**src/rtl/cache_rd_arbiter.sv**
```systemverilog
// Round-robin arbiter that shares one AXI read master (AR/R) between the
// I-cache and D-cache refill paths. It issues one INCR burst per grant and sends the returned beats to the cache that won the grant.
module cache_rd_arbiter #(
  parameter int         BURST_LEN = 4,
  parameter logic [3:0] ID_I      = 4'd0,
  parameter logic [3:0] ID_D      = 4'd1
) (
  input  logic        clk,
  input  logic        rst,
  input  logic        i_req,
  input  logic [31:0] i_addr,
  output logic        i_wait,
  output logic [31:0] i_rdata,
  output logic        i_rvalid,
  input  logic        d_req,
  input  logic [31:0] d_addr,
  output logic        d_wait,
  output logic [31:0] d_rdata,
  output logic        d_rvalid,
  output logic [3:0]  ARID,
  output logic [31:0] ARADDR,
  output logic [3:0]  ARLEN,
  output logic [2:0]  ARSIZE,
  output logic [1:0]  ARBURST,
  output logic        ARVALID,
  input  logic        ARREADY,
  input  logic [3:0]  RID,
  input  logic [31:0] RDATA,
  input  logic [1:0]  RRESP,
  input  logic        RLAST,
  input  logic        RVALID,
  output logic        RREADY,
  output logic        rd_err
);

  typedef enum logic [1:0] {IDLE, AR, R} state_t;

  localparam logic [4:0] LAST_CNT = 5'(BURST_LEN - 1);

  state_t      state, state_nxt;
  logic        gnt_d;      // current grantee: 1 = D-cache
  logic        last_d;     // previous grantee: 1 = D-cache
  logic        gnt_nxt, grant;
  logic [31:0] addr_reg;
  logic [4:0]  beat_cnt;
  logic [3:0]  gnt_id;
  logic        beat, last_beat, err_now;

  always_comb begin
    state_nxt = state;
    grant     = 1'b0;
    gnt_nxt   = gnt_d;
    case (state)
      IDLE: if (i_req | d_req) begin
        grant     = 1'b1;
        gnt_nxt   = (i_req & d_req) ? ~last_d : d_req;
        state_nxt = AR;
      end
      AR:      if (ARREADY) state_nxt = R;
      R:       if (RVALID & RLAST) state_nxt = IDLE;
      default: state_nxt = IDLE;
    endcase
  end

  assign gnt_id    = gnt_d ? ID_D : ID_I;
  assign beat      = (state == R) & RVALID;
  assign last_beat = beat & RLAST;

  // A short burst (early RLAST) or an overlong burst (no RLAST at the
  // expected count) is flagged. The burst still ends only on RLAST.
  assign err_now = beat & ((RRESP != 2'b00) | (RID != gnt_id) |
                           (RLAST & (beat_cnt != LAST_CNT)) |
                           (~RLAST & (beat_cnt == LAST_CNT)));

  always_ff @(posedge clk or negedge rst) begin
    if (!rst) begin
      state    <= IDLE;
      gnt_d    <= 1'b0;
      last_d   <= 1'b1;
      addr_reg <= '0;
      beat_cnt <= '0;
      rd_err   <= 1'b0;
    end else begin
      state <= state_nxt;
      if (grant) begin
        gnt_d    <= gnt_nxt;
        last_d   <= gnt_nxt;
        addr_reg <= gnt_nxt ? d_addr : i_addr;
        beat_cnt <= '0;
      end else if (beat && beat_cnt != 5'h1f) begin
        beat_cnt <= beat_cnt + 5'd1;
      end
      if (err_now) rd_err <= 1'b1;
    end
  end

  assign ARVALID = (state == AR);
  assign ARADDR  = addr_reg;
  assign ARID    = gnt_id;
  assign ARLEN   = 4'(BURST_LEN - 1);
  assign ARSIZE  = 3'b010;
  assign ARBURST = 2'b01;
  assign RREADY  = (state == R);

  assign i_rvalid = beat & ~gnt_d;
  assign d_rvalid = beat &  gnt_d;
  assign i_rdata  = i_rvalid ? RDATA : '0;
  assign d_rdata  = d_rvalid ? RDATA : '0;

  assign i_wait = i_req & ~(last_beat & ~gnt_d);
  assign d_wait = d_req & ~(last_beat &  gnt_d);

endmodule
```
**config.mk**
```make
export PLATFORM = sky130hd
export DESIGN_NAME = cache_rd_arbiter
export DESIGN_NICKNAME = d
export VERILOG_FILES = /design/src/rtl/cache_rd_arbiter.sv
export SDC_FILE = /design/constraint.sdc
export NUM_CORES = 1
export LEC_CHECK = 0
export ABC_AREA = 1
export BUFFER_PORTS_ARGS = -buffer_cell sky130_fd_sc_hd__buf_2
export CAP_MARGIN = 20
export CORE_MARGIN = 4
export CORE_UTILIZATION = 44
export CTS_BUF_LIST = sky130_fd_sc_hd__clkbuf_16
export DETAILED_ROUTE_END_ITERATION = 10
export GPL_TIMING_DRIVEN = 0
export PLACE_DENSITY = 0.88
export SLEW_MARGIN = 10
export SYNTH_ARGS = -nofsm -noshare
export SYNTH_HDL_FRONTEND = slang
export SYNTH_SLANG_ARGS = --single-unit
```
**constraint.sdc**
```tcl
create_clock -name clk -period 3.9 [get_ports clk]
set_input_delay 0.78 -clock clk [delete_from_list [all_inputs] [get_ports clk]]
set_output_delay 0.78 -clock clk [all_outputs]
set_load 0.005 [all_outputs]
```
==> results of run 1 <==
power by group through the flow:
stage	sequential (mW)	combinational, mW	clock [mW]
after detailed placement	0.744	1.18	0
after floorplan	0.753	0.686	0
after global routing	0.771	1.33	0.493
after CTS	0.746	1.18	0.469
final	0.746	1.16	0.460
after global placement	0.744	1.14	0
worst max-delay path, stage by stage (launching register included):
cell and delay (ns):
dfrtp_1 0.40, inv_1 0.09, nor2_4 0.13, nand2_4 0.10, nor2_4 0.12, inv_2 0.08
buf_6 0.14, nor2_1 0.10, buf_2 0.14
cell families after synthesis:
kind of cell             count (synthesis)  share of synthesized area
XOR/XNOR                                 1                    0.00301
flip-flops                              42                      0.362
adder cells (fa/ha/maj)                  2                    0.00860
AND/OR/NAND/NOR                        240                      0.331
other                                    2                    0.00258
buffers and inverters                  147                      0.225
AO/OA/AOI/OAI                           38                     0.0675
path summary, 6_finish.rpt:
path | endpoint | depth (start not counted) | slack, ns | startpoint
hold reg to reg | ARADDR[15]$_DFFE_PN0P_ | 2 | 0.47 | ARADDR[15]$_DFFE_PN0P_
hold / removal | ARADDR[15]$_DFFE_PN0P_ | 2 | 0.47 | ARADDR[15]$_DFFE_PN0P_
min in group asynchronous | ARADDR[2]$_DFFE_PN0P_ | 1 | 0.65 | rst
setup / recovery | i_rdata[18] | 8 | 1.55 | state[1]$_DFFE_PN0P_
max in group asynchronous | gnt_d$_DFFE_PN0P_ | 1 | 2.66 | rst
setup reg to reg | beat_cnt[0]$_DFFE_PN0P_ | 8 | 2.38 | beat_cnt[1]$_DFFE_PN0P_
metal layers:
| layer | vias up | GRT usage | part of all wire |
|---|---|---|---|
| met1 | 1490 | 0.230 | 0.38 |
| met3 | 12 | 0.0608 | 0.11 |
| li1 | 1768 | - | - |
| met4 | 0 | 0.0555 | 0.015 |
| met2 | 154 | 0.412 | 0.50 |
| met5 | - | 0 | 0 |
registers in the layout (all words and copies together), names as in the netlist:
register / flops
beat_cnt: 5
gnt_d: 1
ARADDR: 32
state: 2
last_d: 1
rd_err: 1
synthesized netlist by cell type:
master      n
buf_6       6
a22o_1      1
xor2_1      1
dfstp_2     1
ha_1        2
conb_1      2
nand3_2     1
nor2_4      4
nor2_1     73
nand2_1   150
clkbuf_1    5
dfrtp_1    41
buf_1       2
o31ai_1     1
buf_4      14
nand4_1     1
nand2_4     1
nand2_2     2
nand3_1     7
o21ai_0     2
inv_2       2
buf_2       5
nor2_2      1
a21oi_1    34
inv_1     113
stage by stage:
step	hold slack, ns	total power [mW]	util	cell area, um2	worst slack (ns)
after floorplan	0.457	1.44	-	2950	1.85
after global placement	0.447	1.88	0.643	4100	1.59
after detailed placement	0.460	1.92	0.643	4100	1.57
after CTS	0.476	2.39	0.669	4270	1.54
after global routing	0.501	2.59	0.669	4270	1.43
final	0.471	2.37	0.669	4270	1.55
layout make-up:
| class | count | area [um2] |
|---|---|---|
| buffer | 32 | 224 |
| clock buffer | 5 | 125 |
| clock inverter | 3 | 41.3 |
| fill | 597 | 2120 |
| inverter | 115 | 432 |
| multi-input combinational | 293 | 1240 |
| sequential | 42 | 1050 |
| tap | 77 | 96.3 |
| timing repair buffer | 212 | 1060 |
==> out/results.txt, run 1 <==
result of the run: finished, final reports clean
combined global-route utilization of all metal layers: 0.215
clk root buf: clkbuf_16
area growth from synthesis to layout: 46.8%
setup bufs post-CTS: 0
critical path fanouts, max: 10
TritonCTS clock tree: built
pin count of the biggest net entering global routing: 43
initial standard-cell utilization of the core: 0.456
cell count after placement: 771
startpoint-to-endpoint class of the critical path: reg2out
net switching power: 0.975 mW
vias in the first global route: 3,066
Core Rows: 29
largest buffer count on any clock path: 2
number of placed I/O pins: 225
die span in x: 89.3 um
global route total overflow: 0
fraction of the cycle the final worst path needs: 0.602
FF+latch count, synth: 42
Net Sw Frac: 0.411
antenna violations before repair: 0
Clock power frac: 0.194
insertion delay to the later sink of the worst-skew pair: 0.28 ns
number of input and output port buffers inserted: 212
cells resized by post-CTS repair: 0
Clock transition at path regs: 0.06 ns
capturing element type of the critical path: output port
Die Footprint: 7980 um2
power per standard cell area: 555 nW/um2
count of vias placed by the detailed router: 3,424
count of final hold-check violations: 0
fraction of post-synthesis cell area in the top cell type by area: 0.353
antenna diode count: 0
violation count after the first detailed-route iteration: 125
most used cells in the layout excluding fill and tap cells: buf_2, nand2_1, inv_1
drc violations: 0
total count of max-transition violations in the final report: 0
number of buffers inserted during clock tree synthesis: 5
worst slew slack as a fraction of its limit: 0.367
design internal power: 1.39 mW
DR vias/cell: 4.40
number of clock sinks seen by CTS: 42
number of distinct standard cells referenced by the synthesized netlist: 25
placeable core region: 6390 um2
Ys Warns: 0
cell accounting for the most synthesized area: dfrtp_1
first-pass GRT wire length: 13,600 um
part of the total power dissipated in combinational logic: 0.491
largest voltage drop on the vdd net: 0.420 mV
DR WL/cell: 11.9 um
HPWL reported at the end of detailed placement: 7670 um
final routed wirelength across all metal layers: 9280 um
number of iterations in the first detailed-routing pass: 4
Min Clock Period, post-route: 2.35 ns
sum of negative setup slack: 0 ns
max-capacitance violation count: 0
crit path DAT: 1.57 ns
per-instance average area after synthesis: 6.16 um2
nets@finish: 812
Final Instance Count excl. Fillers: 779
post-route ant nets: 0
Worst Clk Skew: 0.00581 ns
Seq/Total Area, Yosys: 0.362
hold-fix buffers at CTS: 0
worst path required time: 3.12 ns
Area contributors post-synth: dfrtp_1, nand2_1, inv_1
share of post-route cells with drive strength above 1: 0.365
worst hold path class: reg2reg
fmax: 426 MHz
reported leakage power: 3.00 nW
slew at the pin closest to its max-slew limit: 0.949 ns
post-synthesis cell count: 472
most common library cell in the layout ignoring fill and taps: buf_2
element type at the critical path start: register
Reg power frac: 0.315
Final setup viols: 0
Max H-tree Level: 2
GPL Wtd Cong: 0.880
area of the mapped netlist: 2910 um2
overall die height: 89.3 um
setup repair after global routing missed its margin: no
Note: power is estimated with default switching activity, not from simulation.
==> run 2, diff against run 1 <==
CORE_UTILIZATION = 40   (was 44)
PLACE_DENSITY = 0.81   (was 0.88)
clock period = 2.42 ns   (was 3.9 ns; I/O delays follow)
==> run 2 against run 1 <==
  * Register-to-register slack got worse by 1.5 ns
  * Clock power is 60% higher
  * Critical path type unchanged
  * Global-route usage is 0.63 points lower
  * Sequential cell count unchanged
  * Setup slack got worse by 1.2 ns
  * Critical endpoint is now i_rdata[15]
  * Routed wire length rose by 1.6%
  * Highest routed layer unchanged
  * Non-clock buffer count unchanged
  * Count of clock-buffer cells in the layout stayed put
  * Sequential power rose by 62%
  * Clock skew rose by 0.0018 ns
  * Core utilization decreased by 5.1 points
==> out/results.txt, run 2 (synthesized netlist as in run 1, its figures left out) <==
cells resized by post-CTS repair: 0 (unchanged)
critical path fanouts, max: 10 (unchanged)
pre-CTS setup slack: 0.634 ns (was 1.57 ns)
worst hold slack after final layout: 0.347 ns (was 0.471 ns)
area used by multi-input combinational logic: 1240 um2 (unchanged)
Min Clock Period, post-route: 2.08 ns
nets@finish: 812 (unchanged)
element type at the critical path start: register (unchanged)
Die Footprint: 8700 um2 (was 7980 um2)
number of clock sinks seen by CTS: 42 (unchanged)
design internal power: 2.24 mW (was 1.39 mW)
placeable core region: 6940 um2 (was 6390 um2)
TritonCTS clock tree: built (unchanged)
worst slew slack as a fraction of its limit: 0.371 (was 0.367)
initial standard-cell utilization of the core: 0.419 (was 0.456)
total count of max-transition violations in the final report: 0 (unchanged)
antenna violations before repair: 0 (unchanged)
antenna diode count: 0 (unchanged)
setup repair after global routing missed its margin: no (unchanged)
post-route ant nets: 0 (unchanged)
Clock power frac: 0.193 (was 0.194)
area growth from synthesis to layout: 47.4% (was 46.8%)
slew at the pin closest to its max-slew limit: 0.943 ns (was 0.949 ns)
clk root buf: clkbuf_16 (unchanged)
crit path DAT: 1.60 ns (was 1.57 ns)
most used cells in the layout excluding fill and tap cells: buf_2, nand2_1, inv_1 (unchanged)
number of input and output port buffers inserted: 212 (unchanged)
fraction of the cycle the final worst path needs: 0.859
number of iterations in the first detailed-routing pass: 4 (unchanged)
overall die height: 93.3 um (was 89.3 um)
worst hold path class: in2async (was reg2reg)
startpoint-to-endpoint class of the critical path: reg2out (unchanged)
die span in x: 93.3 um (was 89.3 um)
first-pass GRT wire length: 14,800 um (was 13,600 um)
Max H-tree Level: 2 (unchanged)
largest buffer count on any clock path: 2 (unchanged)
pin count of the biggest net entering global routing: 43 (unchanged)
share of post-route cells with drive strength above 1: 0.364 (was 0.365)
result of the run: finished, final reports clean (unchanged)
HPWL reported at the end of detailed placement: 7900 um (was 7670 um)
Worst Clk Skew: 0.00766 ns (was 0.00581 ns)
global route total overflow: 0 (unchanged)
combined global-route utilization of all metal layers: 0.209 (was 0.215)
vias in the first global route: 3,276 (was 3,066)
Reg power frac: 0.317 (was 0.315)
max-capacitance violation count: 0 (unchanged)
count of vias placed by the detailed router: 3,451 (was 3,424)
largest voltage drop on the vdd net: 0.490 mV (was 0.420 mV)
number of placed I/O pins: 225 (unchanged)
reported leakage power: 2.99 nW (was 3.00 nW)
count of final hold-check violations: 0 (unchanged)
DR WL/cell: 11.8 um (was 11.9 um)
sequential cell area in the final layout: 1050 um2 (unchanged)
net switching power: 1.57 mW (was 0.975 mW)
part of the total power dissipated in combinational logic: 0.490 (was 0.491)
violation count after the first detailed-route iteration: 148 (was 125)
number of inserted filler cells in the final layout: 678 (was 597)
Clock transition at path regs: 0.06 ns (about the same)
number of buffers inserted during clock tree synthesis: 5 (unchanged)
GPL Wtd Cong: 0.845 (was 0.880)
drc violations: 0 (unchanged)
overall power after layout: 3.81 mW (was 2.37 mW)
DR vias/cell: 4.33 (was 4.40)
Final setup viols: 0 (unchanged)
Net Sw Frac: 0.412 (was 0.411)
capturing element type of the critical path: output port (unchanged)
fmax: 481 MHz
flip-flop count of the largest register after layout: 32 (unchanged)
final worst-path setup slack: 0.340 ns (was 1.55 ns)
final routed wirelength across all metal layers: 9430 um (was 9280 um)
worst path required time: 1.94 ns (was 3.12 ns)
Core Rows: 30 (was 29)
power per standard cell area: 888 nW/um2 (was 555 nW/um2)
insertion delay to the later sink of the worst-skew pair: 0.28 ns (about the same)
setup bufs post-CTS: 0 (unchanged)
most common library cell in the layout ignoring fill and taps: buf_2 (unchanged)
hold-fix buffers at CTS: 0 (unchanged)
sum of negative setup slack: 0 ns (unchanged)
==> run 2: metrics by stage <==
step / cell area [um2] / util / instances
floorplan: 2950 / - / 482
global placement: 4130 / 0.594 / 790
detailed placement: 4130 / 0.594 / 790
CTS: 4290 / 0.617 / 797
global route: 4290 / 0.617 / 797
finish: 4290 / 0.617 / 797
==> run 2: power by group through the flow <==
stage / Combinational [mW] / Sequential (mW) / Clock, mW
6_report: 1.87 / 1.21 / 0.735
5_1_grt: 2.14 / 1.24 / 0.780
4_1_cts: 1.91 / 1.21 / 0.746
3_5_place_dp: 1.91 / 1.21 / 0
3_3_place_gp: 1.85 / 1.20 / 0
2_1_floorplan: 1.11 / 1.21 / 0
==> run 2: critical path, cell delays in order (launching register included) <==
cell and delay, ns:
dfrtp_1 0.39, inv_1 0.09, nor2_4 0.16, nand2_4 0.11, nor2_4 0.12, inv_2 0.09
buf_6 0.15, nor2_1 0.09, buf_2 0.13
==> run 2: routing by layer <==
metal,part of all wire,vias up,wire [um],global-route usage
met1,0.38,1513,3610,0.232
met3,0.099,8,929,0.0531
met2,0.51,164,4790,0.396
met4,0.010,0,95,0.0476
li1,-,1766,-,-
met5,0,-,0,0
==> run 2: final cells by class <==
| cell class | count | share of cell area |
|---|---|---|
| Multi-Input combinational cell | 293 | 0.289 |
| Timing Repair Buffer | 212 | 0.248 |
| Sequential cell | 42 | 0.245 |
| Inverter | 115 | 0.101 |
| Buffer | 32 | 0.0522 |
| Clock buffer | 5 | 0.0292 |
| Tap cell | 96 | 0.0280 |
| Clock inverter | 2 | 0.00788 |
==> run 2: path summary, 6_finish.rpt <==
check | from | end | slack (ns) | depth (start not counted)
min | rst | ARADDR[0]$_DFFE_PN0P_ | 0.35 | 1
min reg2reg | rd_err$_DFFE_PN0P_ | rd_err$_DFFE_PN0P_ | 0.47 | 2
max reg2reg | state[1]$_DFFE_PN0P_ | ARADDR[28]$_DFFE_PN0P_ | 0.88 | 7
max | state[1]$_DFFE_PN0P_ | i_rdata[15] | 0.34 | 8
max in group asynchronous | rst | beat_cnt[3]$_DFFE_PN0P_ | 1.48 | 1
min in group clk | ARREADY | state[0]$_DFFE_PN0P_ | 0.42 | 2
